==> src/rtl/misc_port_arbiter_if.sv <==
// Bundle of the requester-side and controller-side signals around the misc port arbiter.
interface misc_port_arbiter_if #(
    parameter int unsigned NREQ = 3,
    parameter int unsigned AW   = 25
);
    // requester side
    logic [NREQ-1:0]    req;
    logic [NREQ-1:0]    req_we;
    logic [NREQ*AW-1:0] req_addr;
    logic [NREQ*8-1:0]  req_din;
    logic [NREQ-1:0]    ack;
    logic [7:0]         rdata;
    logic               err;
    logic [NREQ-1:0]    grant;
    logic               busy;

    // SDRAM controller misc port side
    logic [AW-1:0]      misc_addr;
    logic [7:0]         misc_din;
    logic               misc_rd;
    logic               misc_we;
    logic [7:0]         misc_dout;
    logic               misc_ready;

    // Arbiter view: consumes requests and controller status, drives everything else.
    modport master (
        input  req, req_we, req_addr, req_din, misc_dout, misc_ready,
        output ack, rdata, err, grant, busy,
        output misc_addr, misc_din, misc_rd, misc_we
    );

    // Environment view: requesters plus controller.
    modport slave (
        output req, req_we, req_addr, req_din, misc_dout, misc_ready,
        input  ack, rdata, err, grant, busy,
        input  misc_addr, misc_din, misc_rd, misc_we
    );
endinterface

==> src/rtl/misc_port_arbiter.sv <==
// Round-robin arbiter sharing the SDRAM controller's edge-triggered misc port
// among NREQ byte-wide requesters, with a stall timeout on each access.
module misc_port_arbiter #(
    parameter int unsigned NREQ    = 3,
    parameter int unsigned AW      = 25,
    parameter int unsigned TIMEOUT = 1023,
    parameter int unsigned TW      = 10
) (
    input  logic                clk,
    input  logic                init,
    misc_port_arbiter_if.master bus
);
    localparam int unsigned   IW      = (NREQ > 1) ? $clog2(NREQ) : 1;
    localparam logic [TW-1:0] TO_LAST = TW'(TIMEOUT - 1);
    localparam logic [NREQ-1:0] ONE   = NREQ'(1);

    typedef enum logic [2:0] {
        S_IDLE,
        S_ISSUE,
        S_BUSY,
        S_DONE,
        S_GAP
    } state_t;

    state_t        state;
    logic [IW-1:0] rr_last;
    logic [IW-1:0] owner;
    logic          is_write;
    logic [TW-1:0] cnt;

    logic [IW-1:0] pick_idx;
    logic          pick_ok;
    logic [AW-1:0] pick_addr;
    logic [7:0]    pick_din;
    logic          pick_we;
    logic          timed_out;

    // Round-robin scan starting just after the previous winner.
    always_comb begin
        pick_idx = rr_last;
        pick_ok  = 1'b0;
        for (int unsigned k = 1; k <= NREQ; k++) begin
            if (!pick_ok && bus.req[IW'((32'(rr_last) + k) % NREQ)]) begin
                pick_ok  = 1'b1;
                pick_idx = IW'((32'(rr_last) + k) % NREQ);
            end
        end
    end

    // Select the winning requester's payload.
    always_comb begin
        pick_addr = '0;
        pick_din  = '0;
        pick_we   = 1'b0;
        for (int unsigned i = 0; i < NREQ; i++) begin
            if (pick_idx == IW'(i)) begin
                pick_addr = bus.req_addr[i*AW +: AW];
                pick_din  = bus.req_din[i*8 +: 8];
                pick_we   = bus.req_we[i];
            end
        end
    end

    // The counter reaches TIMEOUT on the edge where it would step past TIMEOUT-1.
    assign timed_out = (cnt == TO_LAST);

    // Access sequencer: grant, issue edge, await ready low/high, ack, then a low gap.
    always_ff @(posedge clk or posedge init) begin
        if (init) begin
            state         <= S_IDLE;
            rr_last       <= IW'(NREQ - 1);
            owner         <= '0;
            is_write      <= 1'b0;
            cnt           <= '0;
            bus.ack       <= '0;
            bus.rdata     <= '0;
            bus.err       <= 1'b0;
            bus.grant     <= '0;
            bus.busy      <= 1'b0;
            bus.misc_addr <= '0;
            bus.misc_din  <= '0;
            bus.misc_rd   <= 1'b0;
            bus.misc_we   <= 1'b0;
        end else begin
            case (state)
                S_IDLE: begin
                    if (pick_ok) begin
                        bus.grant     <= ONE << pick_idx;
                        owner         <= pick_idx;
                        rr_last       <= pick_idx;
                        is_write      <= pick_we;
                        bus.misc_addr <= pick_addr;
                        bus.misc_din  <= pick_din;
                        bus.misc_rd   <= ~pick_we;
                        bus.misc_we   <= pick_we;
                        bus.busy      <= 1'b1;
                        cnt           <= '0;
                        state         <= S_ISSUE;
                    end
                end

                S_ISSUE, S_BUSY: begin
                    cnt <= cnt + TW'(1);
                    if (timed_out) begin
                        // Stalled controller: abort with an error ack.
                        bus.misc_rd <= 1'b0;
                        bus.misc_we <= 1'b0;
                        bus.ack     <= ONE << owner;
                        bus.err     <= 1'b1;
                        bus.rdata   <= 8'hFF;
                        state       <= S_DONE;
                    end else if (state == S_ISSUE) begin
                        // Only the falling edge of ready is meaningful here.
                        if (!bus.misc_ready) begin
                            state <= S_BUSY;
                        end
                    end else if (bus.misc_ready) begin
                        if (!is_write) begin
                            bus.rdata <= bus.misc_dout;
                        end
                        bus.misc_rd <= 1'b0;
                        bus.misc_we <= 1'b0;
                        bus.ack     <= ONE << owner;
                        bus.err     <= 1'b0;
                        state       <= S_DONE;
                    end
                end

                S_DONE: begin
                    bus.ack   <= '0;
                    bus.err   <= 1'b0;
                    bus.grant <= '0;
                    state     <= S_GAP;
                end

                S_GAP: begin
                    // rd/we stay low one more cycle so the controller sees a fresh edge next time.
                    bus.busy <= 1'b0;
                    state    <= S_IDLE;
                end

                default: begin
                    state <= S_IDLE;
                end
            endcase
        end
    end
endmodule

==> src/flat_wrapper.sv <==
// flat-port wrapper written by rule: the top's interface ports become plain ports
module misc_port_arbiter_flat 
#(
    parameter int unsigned NREQ    = 3,
    parameter int unsigned AW      = 25,
    parameter int unsigned TIMEOUT = 1023,
    parameter int unsigned TW      = 10
)
  (clk, init, bus_req, bus_req_we, bus_req_addr, bus_req_din, bus_misc_dout, bus_misc_ready, bus_ack, bus_rdata, bus_err, bus_grant, bus_busy, bus_misc_addr, bus_misc_din, bus_misc_rd, bus_misc_we);
  misc_port_arbiter_if #(.NREQ(NREQ), .AW(AW)) bus_i ();
  input  logic clk;
  input  logic init;
  input wire logic [$bits(bus_i.req)-1:0] bus_req;
  input wire logic [$bits(bus_i.req_we)-1:0] bus_req_we;
  input wire logic [$bits(bus_i.req_addr)-1:0] bus_req_addr;
  input wire logic [$bits(bus_i.req_din)-1:0] bus_req_din;
  input wire logic [$bits(bus_i.misc_dout)-1:0] bus_misc_dout;
  input wire logic [$bits(bus_i.misc_ready)-1:0] bus_misc_ready;
  output wire logic [$bits(bus_i.ack)-1:0] bus_ack;
  output wire logic [$bits(bus_i.rdata)-1:0] bus_rdata;
  output wire logic [$bits(bus_i.err)-1:0] bus_err;
  output wire logic [$bits(bus_i.grant)-1:0] bus_grant;
  output wire logic [$bits(bus_i.busy)-1:0] bus_busy;
  output wire logic [$bits(bus_i.misc_addr)-1:0] bus_misc_addr;
  output wire logic [$bits(bus_i.misc_din)-1:0] bus_misc_din;
  output wire logic [$bits(bus_i.misc_rd)-1:0] bus_misc_rd;
  output wire logic [$bits(bus_i.misc_we)-1:0] bus_misc_we;
  assign bus_i.req = bus_req;
  assign bus_i.req_we = bus_req_we;
  assign bus_i.req_addr = bus_req_addr;
  assign bus_i.req_din = bus_req_din;
  assign bus_i.misc_dout = bus_misc_dout;
  assign bus_i.misc_ready = bus_misc_ready;
  assign bus_ack = bus_i.ack;
  assign bus_rdata = bus_i.rdata;
  assign bus_err = bus_i.err;
  assign bus_grant = bus_i.grant;
  assign bus_busy = bus_i.busy;
  assign bus_misc_addr = bus_i.misc_addr;
  assign bus_misc_din = bus_i.misc_din;
  assign bus_misc_rd = bus_i.misc_rd;
  assign bus_misc_we = bus_i.misc_we;
  misc_port_arbiter #(.NREQ(NREQ), .AW(AW), .TIMEOUT(TIMEOUT), .TW(TW)) u_core (.clk(clk), .init(init), .bus(bus_i));
endmodule
==> config.mk <==
export PLATFORM = sky130hd
export DESIGN_NAME = misc_port_arbiter_flat
export DESIGN_NICKNAME = d
export VERILOG_FILES = /design/src/rtl/misc_port_arbiter_if.sv /design/src/rtl/misc_port_arbiter.sv /design/src/flat_wrapper.sv
export SDC_FILE = /design/constraint.sdc
export NUM_CORES = 1
export LEC_CHECK = 0
export CORE_MARGIN = 5
export CORE_UTILIZATION = 42
export CTS_BUF_LIST = sky130_fd_sc_hd__clkbuf_16
export CTS_CLUSTER_DIAMETER = 200
export DETAILED_ROUTE_END_ITERATION = 6
export GPL_TIMING_DRIVEN = 0
export PLACE_DENSITY = 0.81
export SLEW_MARGIN = 20
export SYNTH_ARGS = -nofsm -noshare
export SYNTH_HDL_FRONTEND = slang
export SYNTH_SLANG_ARGS = --single-unit
==> constraint.sdc <==
create_clock -name clk -period 3.5 [get_ports clk]
set_clock_uncertainty 0.15 [all_clocks]
set_input_delay 0.35 -clock clk [delete_from_list [all_inputs] [get_ports clk]]
set_output_delay 0.35 -clock clk [all_outputs]
set_load 0.05 [all_outputs]
==> out/qor.csv, run 1 <==
stage,metric,value,unit
timing,relSlewSlack,0.644,
floorplanning,die_h,103,um
drt,ant_nets,0,
cells_and_area,fin_cells,681,
clock_tree,clockBufferDepth,2,
clock_tree,cts.clk_slew.worst_paths,0.06,ns
drt,routed_wl,11500,um
floorplanning,initial_core_util,0.425,
placement,place_inst,665,
worst_setup_path,rr_worst_depth,11,
floorplanning,coreArea,8590,sq um
placement,io_buffers,166,
worst_setup_path,cp_data_required_time,3.58,ns
floorplanning,die_area,10700,sq um
outcome,status,completed,
hold_path,hp-class,input pin to async pin,
drt,vias_per_cell,5.38,
pwr,ir_drop,0.522,mV
logic_synthesis,ys.flop_type,dfrtp_1,
global_route,grt_max_degree,58,
clock_tree,insertion_delay,0.33,ns
drt,wl_per_cell,16.8,um
timing,min_period_over_period,0.872,
timing,tightest_slew,0.533,ns
pwr,p_leak,2.53,nW
logic_synthesis,async_reset_ff_frac,1.00,
flow_run,max-cap-violations,0,
clock_tree,htree_levels,3,
clock_tree,root_buffer,clkbuf_16,
placement,hpwl,8760,um
floorplanning,fp.dieW,103,um
cells_and_area,drive_gt1_frac,0.0681,
logic_synthesis,synth.ff_latch_count,68,
worst_setup_path,cp_max_fo,10,
clock_tree,holdBufCountCts,0,
cells_and_area,multi_input_area,1770,sq um
worst_setup_path,cp-start-kind,flip-flop,
logic_synthesis,syn_area,3650,sq um
cells_and_area,nFillCells,723,
logic_synthesis,avgSynthCellArea,9.37,sq um
floorplanning,num_io_pins,167,
timing,min_period,3.05,ns
logic_synthesis,ys_types,51,
timing,rsz0062_at_grt,false,
worst_setup_path,worst_path_max_delay_cell,dfstp_2,
global_route,grt_pass1_vias,3751,
worst_setup_path,cp_data_arrival_time,3.14,ns
logic_synthesis,synth-edff-count,0,
timing,fmax,328,MHz
worst_setup_path,path_cells,"inv_1, ha_1, buf_2, a21o_1, a221oi_1, nand2_1, a32oi_1, buf_2, clkbuf_1, nand3_1, o211ai_1",
worst_setup_path,max_stage_delay,0.56,ns
clock_tree,cts_resized,0,
timing,holdWs,0.144,ns
pwr,power.density,1100,nW/um^2
floorplanning,rows,34,
global_route,gr-total-overflow,0,
cells_and_area,area_growth,57.8,%
clock_tree,cts_tree,done,
timing,slew_viol_final,0,
logic_synthesis,syn_inst,390,
clock_tree,cts_buffers,9,
global_route,antenna_found_initial,0,
global_route,grt_usage,0.217,
drt,route.detailed.drc,0,
placement,post-place-ws,0.446,ns
clock_tree,post_cts_buffers,0,
worst_setup_path,path_class,flip-flop to flip-flop,
logic_synthesis,synth-seq-area-share,0.466,
worst_setup_path,worstSetupEndpointType,flip-flop,
logic_synthesis,yosysWarnings,0,
drt,dr.first_iter.drc_count,130,
global_route,grt_pass1_wl,17900,um
cells_and_area,diodes,0,
timing,setup_viol_count_final,0,
placement,place_congestion,0.828,
drt,drtPass1Iterations,4,
cells_and_area,regArea,1700,sq um
timing,fin_ws,0.449,ns
worst_setup_path,path_common_cell,buf_2,
cells_and_area,finalNetCount,688,
timing,finalHoldViolCount,0,
timing,fin_setup_tns,0,ns
clock_tree,cts.sinks,68,
logic_synthesis,syn-num-nets,510,
drt,num_vias,3667,
==> final cells by class <==
type                    count  area share
multi-input cells         285       0.307
flip-flops and latches     68       0.295
repair buffers            167       0.293
clock buffers               9      0.0391
plain buffers              29      0.0260
well taps                 108      0.0234
clock inverters             7      0.0104
inverters                   8     0.00564
==> report_power, final <==
part	total [mW]	internal, mW	switching (mW)
clock	0.869	0.542	0.327
combinational	4.10	1.50	2.60
sequential	1.37	1.15	0.218
==> metrics by stage <==
stage / util / area, sq um / power (mW)
6_report: 0.671 / 5770 / 6.34
5_1_grt: 0.671 / 5770 / 6.76
4_1_cts: 0.671 / 5770 / 6.38
3_5_place_dp: 0.638 / 5480 / 5.49
3_3_place_gp: 0.634 / 5450 / 5.36
2_1_floorplan: - / 3650 / 4.19
==> worst max-delay path: cells and delay by family (launching register included) <==
kind | cells | cell delay (ns)
buffers and inverters | 4 | 0.92
AO/OA/AOI/OAI | 4 | 0.87
flip-flops | 1 | 0.56
AND/OR/NAND/NOR | 2 | 0.27
adder cells (fa/ha/maj) | 1 | 0.18
==> cells in the final DEF (no fill, tap or decap), drive strengths merged, types with 2 or more instances in the layout <==
| cell type | synthesis | final |
|---|---|---|
| nand3 | 40 | 40 |
| and3 | 3 | 3 |
| mux2i | 34 | 34 |
| a21boi | 2 | 2 |
| nor3 | 2 | 2 |
| ha | 4 | 4 |
| clkinv | 0 | 4 |
| nor2 | 31 | 31 |
| nand2 | 53 | 53 |
| nand4 | 4 | 4 |
| o41ai | 3 | 3 |
| and4 | 3 | 3 |
| a211o | 2 | 2 |
| buf | 18 | 19 |
| inv | 8 | 10 |
| clkdlybuf4s50 | 0 | 166 |
| xor2 | 6 | 6 |
| o21ai | 12 | 12 |
| a221o | 2 | 2 |
| a21oi | 14 | 14 |
| or2 | 4 | 4 |
| or3 | 2 | 2 |
| a22oi | 2 | 2 |
| dfrtp | 67 | 67 |
| o211ai | 33 | 33 |
| and2 | 3 | 3 |
| clkbuf | 11 | 20 |
| a21o | 2 | 2 |
| xnor2 | 2 | 2 |
| nand2b | 5 | 5 |
==> path summary, 6_finish.rpt <==
kind,start,end,slack [ns]
setup / recovery,u_core.rr_last[1],u_core.bus.misc_din[0],0.45
hold / removal,init,u_core.bus.misc_addr[3],0.14
setup reg to reg,u_core.rr_last[1],u_core.bus.misc_din[0],0.45
hold reg to reg,u_core.bus.err,u_core.bus.err,0.32
max in group asynchronous,init,u_core.rr_last[1],2.49
min in group clk,u_core.bus.err,u_core.bus.err,0.32
==> cell families after synthesis <==
logic type                 share of synthesized area
buffers and inverters                         0.0493
adders and majority gates                     0.0168
xor gates and xnor gates                      0.0192
AOI/OAI and AO/OA                              0.155
and+or+nand+nor                                0.200
muxes                                         0.0932
DFF                                            0.466
==> sequential cells by signal, summed over array words and instances, names as in the netlist <==
name / cells
u_core.bus.err: 1
u_core.rr_last: 1
u_core.bus.ack: 3
u_core.state: 3
u_core.is_write: 1
u_core.bus.misc_addr: 25
u_core.bus.rdata: 8
u_core.bus.misc_we: 1
u_core.cnt: 10
u_core.bus.misc_rd: 1
u_core.bus.grant: 3
u_core.owner: 2
u_core.bus.busy: 1
u_core.bus.misc_din: 8
==> cells in the mapped netlist, types with 4 or more instances <==
cell,count,area share
dfrtp_1,67,0.46
nand2_1,53,0.054
nand3_1,40,0.055
mux2i_1,34,0.093
o211ai_1,33,0.068
nor2_1,31,0.032
a21oi_1,14,0.019
buf_2,12,0.016
clkbuf_1,11,0.011
o21ai_0,11,0.015
inv_1,8,0.0082
xor2_1,6,0.014
buf_4,5,0.010
nand2b_1,5,0.0086
ha_1,4,0.014
nand4_1,4,0.0068
==> metal layers <==
metal	GRT usage	share of wire	vias to the layer above
li1	-	-	1757
met1	0.271	0.41	1771
met2	0.369	0.51	117
met3	0.0530	0.065	22
met4	0.0737	0.022	0
met5	0	0	-
Note: power is estimated with default switching activity, not from simulation.
==> inputs of run 2 (changes only) <==
--- a/config.mk
+++ b/config.mk
@@ -5,13 +5,15 @@
 export SDC_FILE = /design/constraint.sdc
 export NUM_CORES = 1
 export LEC_CHECK = 0
-export CORE_MARGIN = 5
+export CORE_MARGIN = 1.5
 export CORE_UTILIZATION = 42
 export CTS_BUF_LIST = sky130_fd_sc_hd__clkbuf_16
 export CTS_CLUSTER_DIAMETER = 200
 export DETAILED_ROUTE_END_ITERATION = 6
 export GPL_TIMING_DRIVEN = 0
+export MAX_ROUTING_LAYER = met4
 export PLACE_DENSITY = 0.81
+export SKIP_LAST_GASP = 1
 export SLEW_MARGIN = 20
 export SYNTH_ARGS = -nofsm -noshare
 export SYNTH_HDL_FRONTEND = slang
==> run 2 against run 1 <==
  * Non-clock buffer count unchanged
  * Sequential share of layout area grew 0.26 points
  * Via count barely moved
  * Global-route usage grew 2.4 points
  * Die area fell by 13%
  * Clock power is 13% lower
  * Combinational power hardly changed
==> out/qor.csv, run 2 (same netlist as run 1, synthesis figures left out) <==
stage,metric,value,unit
global_route,grt_use_met2,0.396,
pwr,p_sw,3.09,mW
timing,rsz0062_at_grt,false,
pwr,clkPwrFrac,0.123,
worst_setup_path,worstSetupEndpointType,flip-flop,
pwr,combPwrFrac,0.659,
timing,tightest_slew,0.549,ns
worst_setup_path,worst_path_max_delay_cell,dfstp_2,
cells_and_area,diodes,0,
worst_setup_path,cp-endpoint,u_core.bus.misc_din[3],
worst_setup_path,r2r_slack,0.45,ns
worst_setup_path,cp_max_fo,10,
cells_and_area,fin_cells,676,
flow_run,max-cap-violations,0,
global_route,grt_use_met3,0.0474,
global_route,grt_usage,0.242,
outcome,status,completed,
drt,dr.first_iter.drc_count,233,
drt,wl_per_cell,15.9,um
timing,min_period,3.05,ns
pwr,ir_drop,0.538,mV
global_route,grt.busiest_layer,met2,
pwr,p_int,3.11,mW
floorplanning,coreArea,8340,sq um
floorplanning,fp.dieW,96.3,um
global_route,grtUsageMet1,0.299,
cells_and_area,top_regs,"u_core.bus.misc_addr (25), u_core.cnt (10)",
global_route,antenna_found_initial,0,
drt,route.detailed.drc,0,
floorplanning,initial_core_util,0.438,
clock_tree,clockBufferDepth,2,
timing,fmax,328,MHz
global_route,grt_pass1_wl,16600,um
cells_and_area,largest_register,u_core.bus.misc_addr,
global_route,gr-total-overflow,0,
drt,vias_per_cell,5.42,
floorplanning,num_io_pins,167,
placement,post-place-ws,0.470,ns
timing,fin_setup_tns,0,ns
drt,drtPass1Iterations,4,
worst_setup_path,cp_data_arrival_time,3.14,ns
clock_tree,htree_levels,3,
timing,finalHoldViolCount,0,
clock_tree,cts_resized,0,
cells_and_area,layout_commonest_cell,clkdlybuf4s50_1,
placement,place_inst,662,
clock_tree,cts.sinks,68,
worst_setup_path,crit-reg2reg-launch,u_core.rr_last[1],
cells_and_area,area_growth,56.4,%
pwr,power.density,1080,nW/um^2
cells_and_area,drive_gt1_frac,0.0648,
worst_setup_path,path_cells,"inv_1, ha_1, buf_2, a21o_1, a221oi_1, nand2_1, a32oi_1, buf_2, clkbuf_1, nand3_1, o211ai_1",
placement,place_congestion,0.856,
floorplanning,die_h,96.3,um
placement,io_buffers,166,
global_route,grt_max_degree,43,
worst_setup_path,path_common_cell,buf_2,
floorplanning,die_area,9270,sq um
worst_setup_path,reg2reg_to,u_core.bus.misc_din[3],
timing,fin_ws,0.453,ns
worst_setup_path,path_class,flip-flop to flip-flop,
placement,hpwl,8150,um
clock_tree,post_cts_buffers,0,
cells_and_area,layout_common_cells,"clkdlybuf4s50_1, dfrtp_1, nand2_1, nand3_1, mux2i_1",
worst_setup_path,max_stage_delay,0.56,ns
drt,ant_nets,0,
timing,slew_viol_final,0,
pwr,p_leak,2.50,nW
clock_tree,cts_buffers,9,
cells_and_area,finalNetCount,688,
clock_tree,holdBufCountCts,0,
timing,setup_viol_count_final,0,
timing,min_period_over_period,0.871,
drt,routed_wl,10800,um
worst_setup_path,rr_worst_depth,11,
floorplanning,rows,33,
clock_tree,insertion_delay,0.32,ns
cells_and_area,largest_reg_flops,25,
clock_tree,root_buffer,clkbuf_16,
pwr,seqPwrFrac,0.219,
clock_tree,cts.clk_slew.worst_paths,0.05,ns
hold_path,hp-class,input pin to async pin,
clock_tree,cts_tree,done,
worst_setup_path,cp_data_required_time,3.59,ns
timing,relSlewSlack,0.633,
worst_setup_path,cp-start-kind,flip-flop,
drt,num_vias,3666,
global_route,grt_pass1_vias,3569,
worst_setup_path,cp-startpoint,u_core.rr_last[1],
pwr,p_sw_frac,0.498,
[run 2: through the flow]
| step | cell area (sq um) | total power, mW | hold slack, ns | utilization |
|---|---|---|---|---|
| 2_1_floorplan | 3650 | 4.19 | 0.310 | - |
| 3_3_place_gp | 5450 | 5.35 | 0.313 | 0.653 |
| 3_5_place_dp | 5470 | 5.45 | 0.316 | 0.656 |
| 4_1_cts | 5720 | 6.23 | 0.214 | 0.685 |
| 5_1_grt | 5720 | 6.60 | 0.247 | 0.685 |
| 6_report | 5720 | 6.20 | 0.205 | 0.685 |
[run 2: worst min path at each step]
stage	startpoint	end	cells past startpoint
2_1_floorplan	u_core.owner[1]	u_core.bus.ack[0]	1
3_3_place_gp	u_core.bus.ack[1]	u_core.bus.ack[1]	2
3_5_place_dp	u_core.bus.ack[1]	u_core.bus.ack[1]	2
4_1_cts	init	u_core.bus.misc_addr[9]	2
5_1_grt	init	u_core.bus.misc_addr[9]	2
6_report	init	u_core.bus.misc_addr[4]	2
[run 2: power groups by stage]
stage	logic [mW]	clock network, mW	registers (mW)
2_1_floorplan	1.92	0	2.27
3_3_place_gp	4.00	0	1.34
3_5_place_dp	4.09	0	1.36
4_1_cts	4.10	0.775	1.35
5_1_grt	4.40	0.807	1.39
6_report	4.08	0.760	1.36
[run 2: cell type report]
type                       count  area (sq um)
buffer                        29           150
fill                         650          2630
tap                          105           131
clock inverter                 5          21.3
multi-input combinational    285          1770
sequential                    68          1700
timing repair buffer         167          1680
inverter                       8          32.5
clock buffer                   9           225
[run 2: layer usage]
metal | wire length [um] | vias up | share of wire
li1 | - | 1757 | -
met1 | 4420 | 1737 | 0.41
met2 | 5320 | 154 | 0.49
met3 | 851 | 18 | 0.079
met4 | 191 | 0 | 0.018
met5 | 0 | - | 0
[run 2: critical path, delay by kind of cell (launching register included)]
kind	cells	cell delay, ns
adders and majority gates	1	0.19
buffers and inverters	4	0.94
and+or+nand+nor	2	0.25
AOI/OAI and AO/OA	4	0.88
DFF	1	0.56
